$ cat config.mk
export PLATFORM = sky130hd
export DESIGN_NAME = fft32_result_reader
export DESIGN_NICKNAME = d
export VERILOG_FILES = /design/src/rtl/fft32_result_reader.sv
export SDC_FILE = /design/constraint.sdc
export NUM_CORES = 2
export LEC_CHECK = 0
export ABC_AREA = 1
export CORE_AREA = 2 2 630 632
export DETAILED_ROUTE_END_ITERATION = 12
export DIE_AREA = 0 0 632 634
export HOLD_SLACK_MARGIN = 0.02
export PLACE_DENSITY = 0.43
export SETUP_SLACK_MARGIN = 0.05
export SLEW_MARGIN = 30
export SYNTH_ARGS = -nofsm -noshare
export SYNTH_HDL_FRONTEND = slang
export SYNTH_SLANG_ARGS = --single-unit
export TNS_END_PERCENT = 5
$ cat constraint.sdc
create_clock -name clk -period 2.7 [get_ports clk]
set_input_delay 0.27 -clock clk [delete_from_list [all_inputs] [get_ports clk]]
set_output_delay 0.27 -clock clk [all_outputs]
set_load 0.01 [all_outputs]
$ cat src/rtl/fft32_result_reader.sv
// Snapshots the fft32 parallel output bus a fixed latency after `start` and streams it out bin by bin.
// Optional FFT_RD_TWOS_EN converts each sign-magnitude half of m_data to two's complement.
module fft32_result_reader #(
    parameter int NPTS    = 32,
    parameter int WW      = 48,
    parameter int FFT_LAT = 6
) (
    input  logic                     clk,
    input  logic                     rst_n,
    input  logic                     start,
    input  logic [NPTS*WW-1:0]       xw_flat,
    output logic                     m_valid,
    input  logic                     m_ready,
    output logic [WW-1:0]            m_data,
    output logic [$clog2(NPTS)-1:0]  m_index,
    output logic                     m_last,
    output logic                     busy,
    output logic                     overrun
);
    localparam int IW = $clog2(NPTS);
    localparam int HW = WW / 2;
    localparam logic [7:0]    LAT_INIT = 8'(FFT_LAT - 1);
    localparam logic [IW-1:0] LAST_IDX = IW'(NPTS - 1);

    typedef enum logic [1:0] {S_IDLE, S_WAIT, S_STREAM} state_t;

    state_t        state;
    logic          start_q;
    logic          rise;
    logic [7:0]    lat_cnt;
    logic [IW-1:0] idx;
    logic [IW-1:0] idx_next;
    logic [WW-1:0] frame_buf [NPTS];

`ifdef FFT_RD_TWOS_EN
    function automatic logic [HW-1:0] to_twos(input logic [HW-1:0] h);
        logic [HW-1:0] mag;
        mag = {1'b0, h[HW-2:0]};
        return h[HW-1] ? ('0 - mag) : mag;
    endfunction

    function automatic logic [WW-1:0] rd_conv(input logic [WW-1:0] w);
        return {to_twos(w[WW-1 -: HW]), to_twos(w[HW-1:0])};
    endfunction
`else
    function automatic logic [WW-1:0] rd_conv(input logic [WW-1:0] w);
        return w;
    endfunction
`endif

    always_comb begin
        rise     = start & ~start_q;
        idx_next = idx + 1'b1;
    end

    assign m_index = idx;

    always_ff @(posedge clk or negedge rst_n) begin
        if (!rst_n) begin
            state   <= S_IDLE;
            start_q <= 1'b0;
            lat_cnt <= '0;
            idx     <= '0;
            m_valid <= 1'b0;
            m_data  <= '0;
            m_last  <= 1'b0;
            busy    <= 1'b0;
            overrun <= 1'b0;
            for (int unsigned k = 0; k < NPTS; k++) begin
                frame_buf[k] <= '0;
            end
        end else begin
            start_q <= start;
            overrun <= 1'b0;
            case (state)
                S_IDLE: begin
                    if (rise) begin
                        lat_cnt <= LAT_INIT;
                        busy    <= 1'b1;
                        state   <= S_WAIT;
                    end
                end
                S_WAIT: begin
                    overrun <= rise;
                    if (lat_cnt == '0) begin
                        for (int unsigned k = 0; k < NPTS; k++) begin
                            frame_buf[k] <= xw_flat[k*WW +: WW];
                        end
                        // First word comes straight from the bus; the buffer is not yet loaded.
                        m_data  <= rd_conv(xw_flat[0 +: WW]);
                        m_last  <= (NPTS == 1);
                        idx     <= '0;
                        m_valid <= 1'b1;
                        state   <= S_STREAM;
                    end else begin
                        lat_cnt <= lat_cnt - 8'd1;
                    end
                end
                S_STREAM: begin
                    // A rise coinciding with the final handshake still counts as overrun.
                    overrun <= rise;
                    if (m_ready) begin
                        if (idx == LAST_IDX) begin
                            m_valid <= 1'b0;
                            m_data  <= '0;
                            m_last  <= 1'b0;
                            idx     <= '0;
                            busy    <= 1'b0;
                            state   <= S_IDLE;
                        end else begin
                            idx    <= idx_next;
                            m_data <= rd_conv(frame_buf[idx_next]);
                            m_last <= (idx_next == LAST_IDX);
                        end
                    end
                end
                default: state <= S_IDLE;
            endcase
        end
    end
endmodule

== Yosys cells after proc, flatten, opt, wreduce, memory -nomap -nowiden ==
Cells that the tools add are included.

* Word-level logic and storage cells: 98
* Output and inout bits: 57
* Register bits after elaboration: 1604

* Equal/unequal tests: 9
* Magnitude comparators: 1
* Add/sub/neg operators: 2
* Reductions and logical operators: 12
* Multiplexer cells: 30
* Bitwise logic cells: 3

{| class="wikitable"
|+ Operators by type and width
! operator !! number
|-
| binary-select mux 48 bit (select 5 bit) || 1
|-
| 2-to-1 mux 48 bit || 5
|-
| one-hot mux 48 bit (2 select lines) || 1
|-
| 2-to-1 mux 8 bit || 2
|-
| one-hot mux 8 bit (2 select lines) || 1
|-
| 2-to-1 mux 5 bit || 3
|-
| AND reduction 4 bit || 3
|-
| equality test 5 bit, second input constant || 2
|-
| inequality test 2 bit, second input constant || 5
|-
| one-hot mux 5 bit (2 select lines) || 1
|-
| logical NOT 8 bit || 1
|-
| 2-to-1 mux 1 bit || 8
|-
| 2-to-1 mux 2 bit || 4
|-
| subtractor 8 x 1 -> 8 bit, second input constant || 1
|-
| >= comparator 6 bit, second input constant || 1
|-
| inverter 5 -> 6 bit || 1
|-
| one-hot mux 1 bit (2 select lines) || 3
|-
| one-hot mux 2 bit (3 select lines) || 1
|-
| AND reduction 3 bit || 2
|-
| nonzero test 2 bit || 3
|-
| adder 5 x 1 -> 5 bit, second input constant || 1
|-
| equality test 2 x 1 -> 1 bit, second input constant || 1
|-
| equality test 2 bit, second input constant || 1
|-
| logical NOT 2 bit || 1
|-
| other kinds (4) || 4
|}

== Depth between registers and ports, before layout ==
* Depth in word-level cells: 8
* Mapped depth: 17
* Mapped depth without buffers: 11

== Worst setup path before layout ==
OpenSTA, ideal clock, no wires.

* Kind: register to register
* Start: register idx[0], in the netlist m_index[0]
* End: register m_data[14]
* Period minus slack after synthesis: 2691 ps
* Arrival time: 2569 ps
* Stages on the path, launching flop included: 18
* Path slack: 9 ps
* Cells stage by stage: dfrtp_1 buf_2 clkinv_1 buf_4 buf_4 buf_2 ha_1 buf_2 clkinv_1 buf_2 buf_1 nand3_1 nand2_1 nand2_1 nand3_1 nand3_1 nand3_1 a21oi_1

* Word-level cells in the longest chain between the ends: 8

{| class="wikitable"
|+ Ends and longest elaborated chain
! item !! line !! RTL
|-
| start, declared || 31 || <nowiki>logic [IW-1:0] idx;</nowiki>
|-
| start signal, assigned || 111 || <nowiki>idx <= idx_next;</nowiki>
|-
| adder 5 x 1 -> 5 bit || 53 || <nowiki>idx_next = idx + 1'b1;</nowiki>
|-
| inverter 5 -> 6 bit (implied by the code) || 112 || <nowiki>m_data <= rd_conv(frame_buf[idx_next]);</nowiki>
|-
| binary-select mux 48 bit (select 5 bit) || 112 ||
|-
| 2-to-1 mux 48 bit (implied by the code) (2 in a row) || 112 ||
|-
| 2-to-1 mux 48 bit * || 103 || <nowiki>if (idx == LAST_IDX) begin</nowiki>
|-
| 2-to-1 mux 48 bit * || 102 || <nowiki>if (m_ready) begin</nowiki>
|-
| one-hot mux 48 bit (2 select lines) * || 75 || <nowiki>case (state)</nowiki>
|-
| end signal, assigned || 90 || <nowiki>m_data <= rd_conv(xw_flat[0 +: WW]);</nowiki>
|-
| end signal, assigned || 112 ||
|-
| end, declared || 14 || <nowiki>output logic [WW-1:0] m_data,</nowiki>
|}

Mark *: on every way between the ends. The rest lies on a longest branch, timed or not. The select of a mux whose other input is x is not followed.
A chain may end at the register's enable or synchronous reset.

== Worst setup path after layout ==
* Start: register idx[0], in the netlist m_index[0]
* End: register m_data[26]

Same word-level chain as after synthesis.

==> run_results.csv <==
group,metric,value,unit
die,fp.dieH,634,um
cells_and_area,multi_input_area,33940,um2
route,vias_per_cell,4.407,
sta,final-max-slew-violation-count,0,
global_route,grt_overflow_total,0,
synthesis,synth-seq-area-share,0.5285,
placement,placed_cells,17150,
route,drcViolationCount,0,
synthesis,synth_cell_types,28,
global_route,gr-max-usage-layer,"met2",
sta,setup-violations-final,0,
global_route,antenna_found_initial,194,
setup_path,endpoint_kind,"flip-flop",
global_route,grtUsageMet3,0.03989,
sta,report.final.hold_viol_count,0,
clocking,cts_made_buffers,203,
route,wl,499300,um
job,maxCapViolCount,0,
placement,place.gp.congestion,0.9604,
power_and_ir_drop,power_leakage,0.06000,uW
synthesis,synth_cells,10560,
setup_path,critPathArrivalTime,3.49,ns
setup_path,r2r_start,"m_index[0]",
cells_and_area,fin_util,0.3191,
synthesis,yosys_warnings,0,
min_path,min_to,"frame_buf[274]",
cells_and_area,final_cell_mix,"nand2_1 (6819), dfrtp_1 (1603), clkdlybuf4s50_1 (1593)",
clocking,clock-sinks,1604,
synthesis,ys_ff_latch,1604,
clocking,clkTransAtPathRegs,0.07,ns
route,antenna_left,0,
setup_path,r2r_end,"m_data[26]",
clocking,cts_tree,"built",
die,num_rows,231,
route,wl_per_cell,26.08,um
global_route,grt_pass1_wl,668200,um
cells_and_area,drive_gt1_frac,0.07974,
setup_path,worstRegToRegCells,13,
cells_and_area,fin_cells,19150,
cells_and_area,ff_latch_area,40140,um2
min_path,hp-class,"in2reg",
clocking,cts_htree_levels,4,
clocking,root_buffer,"clkbuf_16",
clocking,clkLatencyLatePin,0.92,ns
cells_and_area,syn2layout_area_growth,65.64,%
min_path,worstHoldStart,"xw_flat[1282]",
setup_path,cp_max_fo,39,
route,via_count,84380,
synthesis,syn_nets,12110,
placement,port_buffers,1596,
synthesis,synth_async_sr_flop_share,1.000,
global_route,gr-usage-met2,0.3678,
sta,max_freq,0.3704,GHz
power_and_ir_drop,pwr_density_cell,1141,nW/um2
setup_path,worstPathRequired,3.49,ns
power_and_ir_drop,peakVddDrop,0.6004,mV
clocking,cts_max_path_buffers,4,
global_route,grt_max_degree,152,
cells_and_area,final_common_cell,"nand2_1",
placement,placed_cell_area,101500,um2
synthesis,synth_edf_count,0,
sta,tightest_slew,0.7983,ns
die,die_area,400700,um2
die,pin_count,1597,
die,coreArea,394200,um2
placement,place_hpwl,377400,um
sta,rsz0062_at_grt,"yes",
die,start_util,0.1926,
setup_path,worst-setup-path-type,"reg2reg",
sta,layout_min_cycle_time,2.700,ns
status,outcome,"finished, final reports clean",
sta,slew_headroom,0.4678,
min_path,whs_path_depth,3,
setup_path,start_kind,"flip-flop",
route,firstDrtPassIters,8,
synthesis,synth-main-ff-cell,"dfrtp_1",
sta,whs,0.05752,ns
cells_and_area,finish.net_count,15180,
route,drt_iter0_drc,7640,
synthesis,avgSynthCellArea,7.191,um2
global_route,grt_use_met1,0.3201,
global_route,grt_pass1_vias,83400,
cells_and_area,stdcell_area,125800,um2
global_route,grt_util_all_layers,0.2375,
setup_path,r2r_slack,0.0005,ns
cells_and_area,fillers,42340,
die,die_w,632,um
sta,skew,0.05800,ns
sta,timing.final.crit_share,0.9998,
synthesis,syn_area,75940,um2
## layer usage
| layer | wire, um | vias up | share of wire |
|---|---|---|---|
| met2 | 219600 | 3336 | 0.44 |
| met4 | 28020 | 56 | 0.056 |
| met5 | 337 | - | 0.00067 |
| li1 | - | 38950 | - |
| met3 | 31620 | 806 | 0.063 |
| met1 | 219700 | 41230 | 0.44 |
## per-stage QoR
step	TNS [ns]	worst slack (ns)	power (uW)
after floorplan	0	0.03909	72750
after global placement	-2.994	-0.5245	107600
after detailed placement	-3.236	-0.5586	107600
after CTS	-0.6107	-0.07310	140100
after global routing	-0.06788	-0.02843	152400
final	0	0.0004727	143500
## cell type report
cell class | count | area share
clock inverter | 81 | 0.008156
inverter | 23 | 0.001134
sequential | 1604 | 0.3191
timing repair buffer | 3559 | 0.3013
antenna | 110 | 0.002188
tap | 5242 | 0.05214
clock buffer | 284 | 0.04623
multi-input combinational | 8244 | 0.2698
## registers in the layout, indices dropped and copies added, names as in the netlist, 2 cells and up
name	count
frame_buf	1536
m_data	48
lat_cnt	8
m_index	5
state	2
## cell usage after synthesis (all sizes together), types with 2 or more instances
| cell type | count | share of area |
|---|---|---|
| buf | 425 | 0.027 |
| o22ai | 2 | 0.00016 |
| ha | 9 | 0.0015 |
| nand3 | 1108 | 0.073 |
| o21ai | 6 | 0.00040 |
| clkinv | 3 | 0.00015 |
| clkbuf | 265 | 0.013 |
| inv | 20 | 0.00099 |
| nor2 | 64 | 0.0032 |
| a21oi | 98 | 0.0065 |
| o31ai | 5 | 0.00049 |
| nand2 | 6935 | 0.34 |
| dfrtp | 1604 | 0.53 |
| nand4 | 3 | 0.00025 |
| xor2 | 6 | 0.00079 |
## report_power, final
group,internal (uW),switching [uW],leakage [uW]
Clock,16600,12200,0.00337
Combinational,25300,44700,0.0377
Sequential,36500,8130,0.0190
Total,78400,65100,0.0600
## kinds of logic (layout without fill, tap and decap cells)
logic type / after synthesis / count (layout) / synth area share
DFF: 1604 / 1604 / 0.5285
adders and majority gates: 9 / 9 / 0.001483
buffers and inverters: 713 / 3947 / 0.04154
AOI/OAI and AO/OA: 113 / 113 / 0.007777
xor gates and xnor gates: 7 / 7 / 0.0009062
other: 0 / 110 / 0
and+or+nand+nor: 8115 / 8115 / 0.4198
## worst max-delay path: stages, from the launching register on
cell and delay [ns]:
dfrtp_4 0.48, inv_8 0.05, ha_4 0.38, clkinv_16 0.13, buf_12 0.17, buf_12 0.19
nand3_1 0.11, nand2_1 0.10, nand2_1 0.21, nand3_1 0.24, nand3_1 0.14, buf_4 0.16
nand3_1 0.08, a21oi_1 0.14
## how the worst max path moves through the flow
stage	start	end	slack (ns)	cells after the start
after floorplan	m_index[0]	m_data[0]	0.04	16
after global placement	m_index[0]	m_data[8]	-0.52	13
after detailed placement	m_index[0]	m_data[8]	-0.56	13
after CTS	m_index[0]	m_data[13]	-0.07	14
after global routing	m_index[0]	m_data[15]	-0.03	14
final	m_index[0]	m_data[26]	0.0005	13
## timing repair
item | in CTS | in global routing
hold buffers | 1463 | 1
endpoints found under the hold margin | 2640 | 1
buffers inserted | 8 | 22
cloned | 6 | 21
pin swaps | 1 | 25
resized for setup | 52 | 294
endpoints found under the setup margin | 40 | 56
Note: power is estimated with default switching activity, not from simulation.
